File: src/rtl/down_clocking_pkg.sv
// Shared constants for the programmable clock divider.
package down_clocking_pkg;

  // Default divisor/high-count width in bits.
  localparam int DEFAULT_W  = 16;
  // Default number of independent divider channels.
  localparam int DEFAULT_CH = 2;
  // Divisors below this value pass i_clk straight through.
  localparam int BYPASS_DIV = 2;

endpackage : down_clocking_pkg

File: src/rtl/down_clocking_ch.sv
// One divider channel: programmable period and high phase, with settings
// that take effect only at a period boundary so o_clk never glitches.
module down_clocking_ch
  import down_clocking_pkg::*;
#(
  parameter int W = DEFAULT_W
) (
  input  logic         i_clk,
  input  logic         i_rst,
  input  logic         i_en,
  input  logic         i_load,
  input  logic [W-1:0] i_divisor,
  input  logic [W-1:0] i_high,
  output logic         o_clk,
  output logic         o_tick,
  output logic         o_pend
);

  // Active settings, pending settings and the period counter.
  logic [W-1:0] div_q;
  logic [W-1:0] high_q;
  logic [W-1:0] div_p;
  logic [W-1:0] high_p;
  logic [W-1:0] ct;
  logic         pend;

  // run_q: the channel counted during the previous cycle. Without it a
  // re-enabled channel could not tell "held at 0" from "period started".
  logic         run_q;
  logic         byp_q;
  logic         clk_q;
  logic         tick_q;

  // Next-state values shared by the counter and the output flops.
  logic         apply;
  logic [W-1:0] div_n;
  logic [W-1:0] high_n;
  logic [W-1:0] ct_n;
  logic         byp_n;
  logic         run_n;

  // Decide whether pending settings apply, and where the counter goes next.
  always_comb begin
    // NOTE: every signal gets a value before any branch, so no path can
    // leave one unassigned and infer a latch.
    apply  = 1'b0;
    div_n  = div_q;
    high_n = high_q;
    ct_n   = '0;
    byp_n  = 1'b0;
    run_n  = 1'b0;

    // Pending settings wait for the period boundary unless the channel is
    // idle or bypassed, in which case there is no period to protect.
    apply = pend && (!i_en || (div_q < W'(BYPASS_DIV)) || (ct == div_q - W'(1)));

    if (apply) begin
      div_n  = div_p;
      high_n = high_p;
    end

    byp_n = i_en && (div_n < W'(BYPASS_DIV));
    run_n = i_en && !byp_n;

    // The counter restarts at 0 on disable, apply, bypass and the first
    // enabled cycle; otherwise it walks 0..div_q-1 and wraps.
    if (!i_en || apply || !run_q) begin
      ct_n = '0;
    end else if (ct == div_q - W'(1)) begin
      ct_n = '0;
    end else begin
      ct_n = ct + W'(1);
    end
  end

  // Channel state and registered outputs, all computed from next-state
  // values so the outputs line up with the counter they describe.
  always_ff @(posedge i_clk or negedge i_rst) begin
    if (!i_rst) begin
      div_q  <= '0;
      high_q <= '0;
      div_p  <= '0;
      high_p <= '0;
      ct     <= '0;
      pend   <= 1'b0;
      run_q  <= 1'b0;
      byp_q  <= 1'b0;
      clk_q  <= 1'b0;
      tick_q <= 1'b0;
    end else begin
      // NOTE: non-blocking assignments here, so the apply decision above
      // sees the old pending values even when a new load lands this edge.
      if (i_load) begin
        div_p  <= i_divisor;
        high_p <= i_high;
      end
      pend   <= i_load || (pend && !apply);
      div_q  <= div_n;
      high_q <= high_n;
      ct     <= ct_n;
      run_q  <= run_n;
      byp_q  <= byp_n;
      clk_q  <= run_n && (ct_n < high_n);
      tick_q <= byp_n || (run_n && (ct_n == '0));
    end
  end

  // Bypass passes the input clock through; otherwise the output is a flop.
  assign o_clk  = byp_q ? i_clk : clk_q;
  assign o_tick = tick_q;
  assign o_pend = pend;

endmodule : down_clocking_ch

File: src/rtl/down_clocking_prog.sv
// Multi-channel programmable clock divider: slices the packed buses and
// hands each slice to an independent channel.
module down_clocking_prog
  import down_clocking_pkg::*;
#(
  parameter int W  = DEFAULT_W,
  parameter int CH = DEFAULT_CH
) (
  input  logic            i_clk,
  input  logic            i_rst,
  input  logic [CH-1:0]   i_en,
  input  logic [CH-1:0]   i_load,
  input  logic [CH*W-1:0] i_divisor,
  input  logic [CH*W-1:0] i_high,
  output logic [CH-1:0]   o_clk,
  output logic [CH-1:0]   o_tick,
  output logic [CH-1:0]   o_pend
);

  // One divider per channel; channel k owns bits [k*W +: W] of each bus.
  for (genvar k = 0; k < CH; k++) begin : g_ch
    down_clocking_ch #(
      .W (W)
    ) u_ch (
      .i_clk     (i_clk),
      .i_rst     (i_rst),
      .i_en      (i_en[k]),
      .i_load    (i_load[k]),
      .i_divisor (i_divisor[k*W +: W]),
      .i_high    (i_high[k*W +: W]),
      .o_clk     (o_clk[k]),
      .o_tick    (o_tick[k]),
      .o_pend    (o_pend[k])
    );
  end

endmodule : down_clocking_prog

File: config.mk
export PLATFORM = sky130hd
export DESIGN_NAME = down_clocking_prog
export DESIGN_NICKNAME = d
export VERILOG_FILES = /design/src/rtl/down_clocking_pkg.sv /design/src/rtl/down_clocking_ch.sv /design/src/rtl/down_clocking_prog.sv
export SDC_FILE = /design/constraint.sdc
export NUM_CORES = 1
export LEC_CHECK = 0
export BUFFER_PORTS_ARGS = -buffer_cell sky130_fd_sc_hd__buf_2
export CAP_MARGIN = 20
export CELL_PAD_IN_SITES_DETAIL_PLACEMENT = 1
export CELL_PAD_IN_SITES_GLOBAL_PLACEMENT = 1
export CORE_MARGIN = 1
export CORE_UTILIZATION = 45
export CTS_CLUSTER_SIZE = 8
export DETAILED_ROUTE_END_ITERATION = 16
export GPL_ROUTABILITY_DRIVEN = 0
export PLACE_DENSITY_LB_ADDON = 0.1
export SETUP_SLACK_MARGIN = 0.05
export SKIP_CTS_REPAIR_TIMING = 1
export SYNTH_ARGS = -nofsm -noshare
export SYNTH_HDL_FRONTEND = slang
export SYNTH_HIERARCHICAL = 1
export SYNTH_SLANG_ARGS = --single-unit
File: constraint.sdc
create_clock -name i_clk -period 4.7 [get_ports i_clk]
set_clock_uncertainty 0.1 [all_clocks]
set_input_delay 0.94 -clock i_clk [delete_from_list [all_inputs] [get_ports i_clk]]
set_output_delay 0.94 -clock i_clk [all_outputs]
set_load 0.05 [all_outputs]
==> summary.md, run 1 <==
| Metric | Value |
|---|---|
| Outcome | finished clean |
| Number of enable-type register cells in the synthesized netlist | 0 |
| Total die area | 0.0207 mm^2 |
| Worst path arrival time | 4.85 ns |
| Register bit count reported by yosys | 170 |
| Largest net degree at the start of global routing | between 100 and 150 |
| Final cell area excluding filler cells | between 0.01 and 0.015 mm^2 |
| HP Class | input port to async pin |
| Aggregate negative setup slack | 0 ns |
| Post-Syn Area per Cell | approximately 11 um^2 |
| Category of the critical setup timing path | flip-flop to flip-flop |
| Routed wire per std cell | 19.4 um |
| Setup repair after global routing missed its margin | yes |
| Total via count in the routed design | 6502 |
| Number of DRC violations after detailed-routing iteration 0 | 435 |
| Die outline height | 144 um |
| Overall Power | 4.05 mW |
| Net count after synthesis | 918 |
| Max Cap Viol | 0 |
| Number of cells on the critical path | 17 |
| Fraction of synthesized cell area taken by the top area cell type | 0.469 |
| Initial antenna violation count | 0 |
| Chip Width | about 140 um |
| Leakage power | between 4 and 5 nW |
| Floorplan core area | 0.0196 mm^2 |
| # IOs | between 70 and 80 |
| Largest stage delay on the critical path | 0.62 ns |
| Tmin final | 4.47 ns |
| Count of buffers from port buffering | 75 |
| Post-route clock period utilization | 0.952 |
| All-Layer GR Usage | 0.234 |
| Distinct cell type count after synthesis | 56 |
| Clock latency on the worst-skew pair | about 0.55 ns |
| CP Max Fanout | 10 |
| Largest delay share family, worst path | compound AO/OA/AOI/OAI gates |
| Setup-failing EPs final | 0 |
| Met1 Usage GRT | 0.326 |
| Area used by multi-input combinational logic | 0.00450 mm^2 |
| HPWL Detailed | 16.3 mm |
| Number of failing hold endpoints at the final stage | 0 |
| Vias/cell | 5.58 |
| Number of warning messages in the yosys log | 6 |
| Type of element capturing the critical path | flip-flop |
| Top Usage Layer GRT | met2 |
| Core occupancy in the finished layout | 0.536 |
| Minimum setup slack in the final design | 0.226 ns |
| Global-route wire length before repair | around 37 mm |
| M3 GR Usage | 0.0427 |
| Starting density of the core | 0.463 |
| Transition time of the tightest slew-check pin | 0.989 ns |
| Combined area of all synthesized cells | 0.00907 mm^2 |
| Layout cell share with drive strength beyond 1 | 0.290 |
| Area taken by flip-flops and latches | 0.00426 mm^2 |
| Number of cells produced by synthesis | 814 |
| Number of global-route vias before repair | 6960 |
| Routing usage on met2 | 0.358 |
| CTS tree | yes |
| Cells along the critical path | or4_4 > nor3_2 > nand3_1 > xnor2_2 > nor4_4 > a21oi_1 > o211ai_4 > nor2_1 > ha_1 > a21o_1 > a21o_1 > a21o_1 > a21o_1 > a211oi_1 > o211a_1 > o21a_1 > o221a_1 |
| Post-detailed-route count of antenna-violating nets | 0 |
| Buffers plus inverters on the worst setup path | 0 |
| Number of antenna repair diodes | 0 |
| Final-stage net count | 991 |
| CTS clk-pin slew, worst paths | approximately 0.07 ns |
| Power per cell area | 386 mW/mm^2 |
| Worst r2r path cells | 17 |
| Pins Over Slew Limit | 0 |
| Post-DP Area | 0.00970 mm^2 |
| Crit path launch type | flip-flop |
| Peak VDD IR | 0.184 mV |
| DRC violation count after routing | 0 |
| Worst slack, placed | 0.231 ns |
| Main flop type after synthesis | dfrtp_1 |
| Count of fill cells added during filler insertion | approximately 2100 |
| Highest-delay cell along the critical path | or4_4 |
| Biggest area contributors in the synthesized netlist | dfrtp_1 47%, mux2_2 12%, ha_1 4.7% |
| Share of synthesized area occupied by flip-flops and latches | 0.469 |
| Worst endpoint required time | 5.08 ns |
| Library cell appearing most often on the critical path | a21o_1 |
| Routed wire length | 22.6 mm |
| Slew headroom | 0.340 |
| FMAX | between 200 and 250 MHz |
| Dominant cell type by area after synthesis | dfrtp_1 |
| Aggregate global routing overflow | 0 |
| # rows | 51 |
| Share of flip-flops with an asynchronous set or reset after synthesis | 1.00 |
| First-pass DRT Iterations | 4 |
| Area growth from synthesis to layout | 15.8% |
-- stage by stage --
step | hold WS (ns) | instances
after detailed placement | 0.383 | 1123
after floorplan | 0.357 | 814
final | 0.354 | 1165
after CTS | 0.402 | 1159
after global placement | 0.377 | 1123
after global routing | 0.411 | 1165
-- path summary, 6_finish.rpt --
check,from,end,slack (ns)
max reg2reg,g_ch[0].u_ch/div_q[6],g_ch[0].u_ch/clk_q,0.23
max,g_ch[0].u_ch/div_q[6],g_ch[0].u_ch/clk_q,0.23
min in group i_clk,g_ch[0].u_ch/high_q[8],g_ch[0].u_ch/high_q[8],0.40
min reg2reg,g_ch[0].u_ch/high_q[8],g_ch[0].u_ch/high_q[8],0.40
max in group asynchronous,i_rst,g_ch[1].u_ch/div_q[1],3.26
min,i_rst,g_ch[0].u_ch/div_q[3],0.35
-- report_power, final --
group	switching [mW]	internal, mW
combinational	0.351	0.310
sequential	0.181	1.63
clock	0.705	0.872
-- cell usage in the layout (no fill, tap or decap), types with 7 or more instances in the layout --
cell type  instances
or3_1              8
a21oi_1           14
clkbuf_16         21
xnor2_1           28
nand3_1           24
nor3_1            16
a21o_1            12
o21ai_0           12
xor2_1            48
a211oi_1           7
mux2_2           100
nand4_1           12
nor4_1            20
dfrtp_1          165
buf_4             16
nor2_1            60
nand2_1           28
buf_2             74
a31oi_1           10
ha_1              32
inv_1             54
mux2i_1           26
-- cells in the mapped netlist (4+ instances only) --
cell type  number
nor2_1         60
a21o_1         12
clkbuf_1       20
nand3_1        24
a22o_1          6
nor4b_1         6
o21ai_0        12
a31oi_1        10
nor4_4          4
a211oi_1        8
and3_1          4
nand3b_1        4
xnor2_1        28
ha_1           34
dfrtp_1       170
or3_1           8
buf_1           8
buf_2           6
nand4_1        12
mux2i_1        26
or2_2           4
a21oi_1        14
buf_6           4
or4_1           6
xor2_1         48
mux2_2        100
nor3_1         18
nand2_1        28
inv_1          54
nor4_1         22
o211ai_1        4
-- routing by layer --
layer	wire length [um]	vias to the layer above
li1	-	3044
met5	0	-
met1	10900	3281
met4	426	0
met3	874	39
met2	10400	138
-- sequential cells by signal (all words and copies together), names as in the netlist --
name and count:
g_ch.u_ch/high_p 32, g_ch.u_ch/o_pend 2, g_ch.u_ch/byp_q 2, g_ch.u_ch/div_q 32, g_ch.u_ch/div_p 32, g_ch.u_ch/clk_q 2, g_ch.u_ch/o_tick 2, g_ch.u_ch/ct 32
g_ch.u_ch/high_q 32, g_ch.u_ch/run_q 2
-- layout make-up --
type,count,area share
clock buffers,24,0.0523
clock inverters,14,0.0144
inverters,54,0.0193
multi-input cells,548,0.428
flip-flops and latches,170,0.406
well taps,265,0.0316
repair buffers,90,0.0487
-- kinds of logic (layout without fill, tap and decap cells) --
family,count (synthesis),count (layout),share of synthesized area
DFF,170,170,0.469
muxes,126,126,0.153
AOI/OAI and AO/OA,96,96,0.0781
xor gates and xnor gates,78,78,0.0770
adders and majority gates,36,36,0.0491
and+or+nand+nor,212,212,0.129
buffers and inverters,96,182,0.0450
Note: power is estimated with default switching activity, not from simulation.
==> inputs of run 2 (changes only) <==
--- a/config.mk
+++ b/config.mk
@@ -14,7 +14,7 @@
 export CTS_CLUSTER_SIZE = 8
 export DETAILED_ROUTE_END_ITERATION = 16
 export GPL_ROUTABILITY_DRIVEN = 0
-export PLACE_DENSITY_LB_ADDON = 0.1
+export PLACE_DENSITY_LB_ADDON = 0.2
 export SETUP_SLACK_MARGIN = 0.05
 export SKIP_CTS_REPAIR_TIMING = 1
 export SYNTH_ARGS = -nofsm -noshare
==> summary.md, run 2 (synthesized netlist as in run 1, its figures left out) <==
| Metric | Value |
|---|---|
| CTS tree | yes |
| Number of DRC violations after detailed-routing iteration 0 | 266 (-39%) |
| R2R setup slack | 0.28 ns (+0.06 ns) |
| Count of placed standard cells including taps | 1123 (unchanged) |
| First-pass DRT Iterations | 4 (unchanged) |
| Launching point of the worst reg2reg path | g_ch[0].u_ch/div_q[2] |
| Die outline height | 144 um (unchanged) |
| Most common library cell in the layout ignoring fill and taps | dfrtp_1 |
| Vias/cell | 5.63 (+0.96%) |
| # IOs | 76 (unchanged) |
| Aggregate global routing overflow | 0 (unchanged) |
| Aggregate negative setup slack | 0 ns (unchanged) |
| Number of failing hold endpoints at the final stage | 0 (unchanged) |
| Clock latency on the worst-skew pair | 0.55 ns (about the same) |
| Tmin final | 4.42 ns (-0.0589 ns) |
| Layout cell share with drive strength beyond 1 | 0.293 (+0.00301) |
| Leakage power | 4.82 nW (-0.28%) |
| Floorplan core area | 0.0196 mm^2 (unchanged) |
| RR Endpoint | g_ch[0].u_ch/clk_q |
| DRC violation count after routing | 0 (unchanged) |
| Final non-filler cell total | 1166 (+0.086%) |
| Number of antenna repair diodes | 0 (unchanged) |
| Global-route wire length before repair | 36.9 mm (+0.51%) |
| # rows | 51 (unchanged) |
| Worst path arrival time | 4.80 ns (-0.05 ns) |
| Category of the critical setup timing path | flip-flop to flip-flop |
| All-Layer GR Usage | 0.237 (+0.00269) |
| Area growth from synthesis to layout | 15.6% |
| FMAX | 226 MHz (+1.3%) |
| Final-stage net count | 992 (+0.10%) |
| Outcome | finished clean |
| Number of global-route vias before repair | 7032 (+1.0%) |
| Peak VDD IR | 0.221 mV (+20%) |
| Setup repair after global routing missed its margin | no |
| Worst endpoint required time | 5.08 ns (about the same) |
| Slew headroom | 0.303 (-0.0372) |
| First element of the critical path | g_ch[0].u_ch/div_q[2] |
| Post-route clock period utilization | 0.939 (-0.0125) |
| Crit path launch type | flip-flop |
| Chip Width | 144 um (unchanged) |
| Total die area | 0.0207 mm^2 (unchanged) |
| Worst r2r path cells | 17 (unchanged) |
| Total via count in the routed design | 6570 (+1.0%) |
| Routed wire per std cell | 19.6 um (+1.1%) |
| Destination of the critical timing path | g_ch[0].u_ch/clk_q |
| Setup-failing EPs final | 0 (unchanged) |
| Transition time of the tightest slew-check pin | 1.04 ns (+0.0463 ns) |
| Count of fill cells added during filler insertion | 2152 (+1.4%) |
| Type of element capturing the critical path | flip-flop |
| Max Cap Viol | 0 (unchanged) |
| Fin Hold WS | 0.370 ns (+0.0155 ns) |
| HPWL Detailed | 16.7 mm (+2.3%) |
| Power per cell area | 384 mW/mm^2 (-0.56%) |
| Pins Over Slew Limit | 0 (unchanged) |
| CTS clk-pin slew, worst paths | 0.07 ns (about the same) |
| Count of buffers from port buffering | 75 (unchanged) |
| Post-detailed-route count of antenna-violating nets | 0 (unchanged) |
| Largest net degree at the start of global routing | 103 (-1.9%) |
| HP Class | input port to async pin |
| Top library cells by usage in the layout, fill and taps aside | 165 x dfrtp_1, 100 x mux2_2, 74 x buf_2 |
| Starting density of the core | 0.463 (unchanged) |
| Routed wire length | 22.8 mm (+1.1%) |
| Initial antenna violation count | 0 (unchanged) |
| CP Max Fanout | 16 (+6) |
run 2: cell count changes in the layout (fill, tap and decap cells not counted), sizes merged:
cell / delta
inv: -4
clkinv: +2
buf: +1
bufinv: +1
clkinvlp: +1
run 2: worst min path at each step:
stage                       startpoint                      end  slack, ns  depth (start not counted)
2_1_floorplan  g_ch[0].u_ch/high_q[10]  g_ch[0].u_ch/high_q[10]       0.36                          2
3_3_place_gp    g_ch[0].u_ch/high_q[8]   g_ch[0].u_ch/high_q[8]       0.38                          2
3_5_place_dp    g_ch[1].u_ch/high_q[9]   g_ch[1].u_ch/high_q[9]       0.39                          1
4_1_cts        g_ch[1].u_ch/high_q[13]  g_ch[1].u_ch/high_q[13]       0.40                          1
5_1_grt        g_ch[1].u_ch/high_q[11]  g_ch[1].u_ch/high_q[11]       0.42                          1
6_report                         i_rst    g_ch[0].u_ch/div_p[0]       0.37                          1
run 2: worst max-delay path: stages, from the launching register on:
cell	delay, ns
dfrtp_1	0.48
or4_1	0.61
nor4_2	0.28
xnor2_1	0.17
o21ai_2	0.09
nor4_4	0.34
a41oi_4	0.20
buf_4	0.28
mux2i_1	0.17
ha_1	0.23
a21o_1	0.15
a21o_1	0.17
a21o_1	0.17
a21o_1	0.18
a211oi_2	0.26
o211a_1	0.19
o21a_1	0.11
o221a_1	0.16
run 2: final cells by class:
cell class	count	area, um^2	area share
clock buffer	24	539	0.0514
clock inverter	14	123	0.0117
inverter	54	203	0.0193
multi-input combinational	548	4500	0.430
sequential	170	4260	0.406
tap	265	332	0.0316
timing repair buffer	91	523	0.0499
run 2: metal layers:
metal  global-route usage  part of all wire
met3               0.0487             0.029
met1                0.280              0.42
met4                0.105             0.025
met2                0.414              0.52
met5                    0                 0
run 2: where the power goes:
part           leakage, nW  switching [mW]  internal, mW  total [mW]
sequential            2.07           0.171          1.63        1.80
combinational         2.42           0.362         0.322       0.684
clock                0.335           0.655         0.878        1.53
total                 4.82            1.19          2.83        4.02
run 2: metrics by stage:
| stage | utilization | total power, mW | worst slack, ns | area (um^2) |
|---|---|---|---|---|
| finish | 0.535 | 4.02 | 0.285 | 10500 |
| floorplan | - | 2.24 | 0.509 | 9070 |
| global placement | 0.495 | 2.44 | 0.396 | 9700 |
| detailed placement | 0.495 | 2.48 | 0.0808 | 9700 |
| global route | 0.535 | 4.21 | 0.0572 | 10500 |
| CTS | 0.528 | 4.04 | 0.0571 | 10300 |
==> inputs of run 3 (changes only) <==
--- a/config.mk
+++ b/config.mk
@@ -11,9 +11,12 @@
 export CELL_PAD_IN_SITES_GLOBAL_PLACEMENT = 1
 export CORE_MARGIN = 1
 export CORE_UTILIZATION = 45
+export CTS_BUF_LIST = sky130_fd_sc_hd__clkbuf_4
+export CTS_CLUSTER_DIAMETER = 30
 export CTS_CLUSTER_SIZE = 8
 export DETAILED_ROUTE_END_ITERATION = 16
 export GPL_ROUTABILITY_DRIVEN = 0
+export GPL_TIMING_DRIVEN = 1
 export PLACE_DENSITY_LB_ADDON = 0.2
 export SETUP_SLACK_MARGIN = 0.05
 export SKIP_CTS_REPAIR_TIMING = 1
==> summary.md, run 3 (synthesized netlist as in run 1, its figures left out) <==
| Metric | Value |
|---|---|
| Outcome | finished clean |
| Clock share of power | 0.264 (-0.117) |
| Largest net degree at the start of global routing | 103 (unchanged) |
| Post-route clock period utilization | 0.944 (+0.00414) |
| Setup repair after global routing missed its margin | no |
| Number of global-route vias before repair | 6958 (-1.1%) |
| Routed wire length | 22.2 mm (-2.8%) |
| Tmin final | 4.43 ns (+0.0195 ns) |
| Minimum setup slack in the final design | 0.265 ns (-0.0195 ns) |
| Final-stage net count | 990 (-0.20%) |
| Net Sw Frac | 0.326 (+0.0311) |
| Total via count in the routed design | 6449 (-1.8%) |
| Cell Int Power | 2.26 mW (-20%) |
| Floorplan core area | 0.0196 mm^2 (unchanged) |
| Category of the critical setup timing path | flip-flop to flip-flop |
| Aggregate global routing overflow | 0 (unchanged) |
| HPWL Detailed | 16.7 mm (unchanged) |
| Number of DRC violations after detailed-routing iteration 0 | 273 (+2.6%) |
| Area growth from synthesis to layout | 11.2% |
| Combinational Power Share | 0.200 (+0.030) |
| Peak VDD IR | 0.247 mV (+12%) |
| FMAX | 225 MHz (-0.44%) |
| First-pass DRT Iterations | 4 (unchanged) |
| Worst endpoint required time | 5.24 ns (+0.16 ns) |
| Clock latency on the worst-skew pair | 0.70 ns (+0.15 ns) |
| Power per cell area | 333 mW/mm^2 (-13%) |
| Number of failing hold endpoints at the final stage | 0 (unchanged) |
| Switching Power | 1.10 mW (-7.8%) |
| Vias/cell | 5.54 (-1.7%) |
| Final non-filler cell total | 1164 (-0.17%) |
| Aggregate negative setup slack | 0 ns (unchanged) |
| Chip Width | 144 um (unchanged) |
| Count of buffers from port buffering | 75 (unchanged) |
| Post-detailed-route count of antenna-violating nets | 0 (unchanged) |
| Initial antenna violation count | 0 (unchanged) |
| # IOs | 76 (unchanged) |
| Top library cells by usage in the layout, fill and taps aside | 165 x dfrtp_1, 100 x mux2_2, 74 x buf_2 |
| HP Class | input port to async pin |
| # rows | 51 (unchanged) |
| Most common library cell in the layout ignoring fill and taps | dfrtp_1 |
| Crit path launch type | flip-flop |
| Cells along the critical path | or4_1 > nor4_2 > xnor2_1 > o21ai_2 > nor4_4 > a21oi_1 > o211ai_2 > nor2_1 > ha_1 > a21o_1 > a21o_1 > a21o_1 > a21o_1 > a211oi_1 > o211a_1 > o21a_1 > o221a_1 |
| CTS tree | yes |
| Max Cap Viol | 0 (unchanged) |
| CP Max Fanout | 8 (-8) |
| Type of element capturing the critical path | flip-flop |
| Leakage power | 4.65 nW (-3.5%) |
| Number of antenna repair diodes | 0 (unchanged) |
| Total die area | 0.0207 mm^2 (unchanged) |
| Starting density of the core | 0.463 (unchanged) |
| Pins Over Slew Limit | 0 (unchanged) |
| Share of power burned in registers | 0.536 (+0.087) |
| Layout cell share with drive strength beyond 1 | 0.288 (-0.00491) |
| Routed wire per std cell | 19.1 um (-2.6%) |
| Worst path arrival time | 4.97 ns (+0.17 ns) |
| CTS clk-pin slew, worst paths | 0.15 ns (+0.08 ns) |
| Count of placed standard cells including taps | 1123 (unchanged) |
| Core occupancy in the finished layout | 0.515 (-0.0203) |
| Largest stage delay on the critical path | 0.60 ns (about the same) |
| Global-route wire length before repair | 36.3 mm (-1.5%) |
| Worst slack, placed | 0.0808 ns (unchanged) |
| Library cell appearing most often on the critical path | a21o_1 |
| Transition time of the tightest slew-check pin | 0.980 ns (-0.0556 ns) |
| Setup-failing EPs final | 0 (unchanged) |
| DRC violation count after routing | 0 (unchanged) |
| Slew headroom | 0.341 (+0.0374) |
| Die outline height | 144 um (unchanged) |
| All-Layer GR Usage | 0.232 (-0.00460) |
| Highest-delay cell along the critical path | or4_1 |
-- run 3: final timing paths --
| path | start | to | slack [ns] | cells past startpoint |
|---|---|---|---|---|
| setup / recovery | g_ch[1].u_ch/div_q[2] | g_ch[1].u_ch/clk_q | 0.27 | 17 |
| hold / removal | i_rst | g_ch[0].u_ch/div_p[0] | 0.20 | 1 |
| setup reg to reg | g_ch[1].u_ch/div_q[2] | g_ch[1].u_ch/clk_q | 0.27 | 17 |
| hold reg to reg | g_ch[1].u_ch/high_q[9] | g_ch[1].u_ch/high_q[9] | 0.41 | 1 |
| max in group asynchronous | i_rst | g_ch[1].u_ch/div_q[0] | 3.38 | 2 |
| min in group i_clk | i_divisor[31] | g_ch[1].u_ch/div_p[15] | 0.36 | 2 |
-- run 3: cell type report --
class | count | area, um^2
Clock buffer | 24 | 175
Sequential cell | 170 | 4260
Inverter | 54 | 203
Multi-Input combinational cell | 548 | 4490
Tap cell | 265 | 332
Timing Repair Buffer | 89 | 508
Fill cell | 2188 | 9500
Clock inverter | 14 | 123
-- run 3: through the flow --
| step | power (mW) | area, um^2 | hold WS, ns |
|---|---|---|---|
| after detailed placement | 2.48 | 9700 | 0.385 |
| after CTS | 3.39 | 9980 | 0.235 |
| after floorplan | 2.24 | 9070 | 0.357 |
| after global placement | 2.44 | 9700 | 0.377 |
| after global routing | 3.55 | 10100 | 0.241 |
| final | 3.35 | 10100 | 0.204 |
-- run 3: critical path, delay by kind of cell (launching register included) --
family          cells  cell delay, ns
compound gates     11            1.87
xor+xnor            1            0.18
fa+ha+maj           1            0.33
flops               1            0.51
simple gates        4            1.36
-- run 3: power groups by stage --
| stage | combinational (mW) | clock [mW] | sequential [mW] |
|---|---|---|---|
| detailed placement | 0.654 | 0.00521 | 1.83 |
| CTS | 0.658 | 0.930 | 1.80 |
| finish | 0.671 | 0.885 | 1.80 |
| global placement | 0.618 | 0.00521 | 1.81 |
| floorplan | 0.481 | 0.00455 | 1.76 |
| global route | 0.744 | 0.984 | 1.82 |
-- run 3: layer usage --
| layer | global-route usage | share of wire | wire length, um | vias up |
|---|---|---|---|---|
| met5 | 0 | 0 | 0 | - |
| met4 | 0.0913 | 0.018 | 399 | 0 |
| met3 | 0.0533 | 0.030 | 671 | 35 |
| met2 | 0.404 | 0.52 | 11600 | 96 |
| met1 | 0.277 | 0.43 | 9550 | 3283 |
| li1 | - | - | - | 3035 |
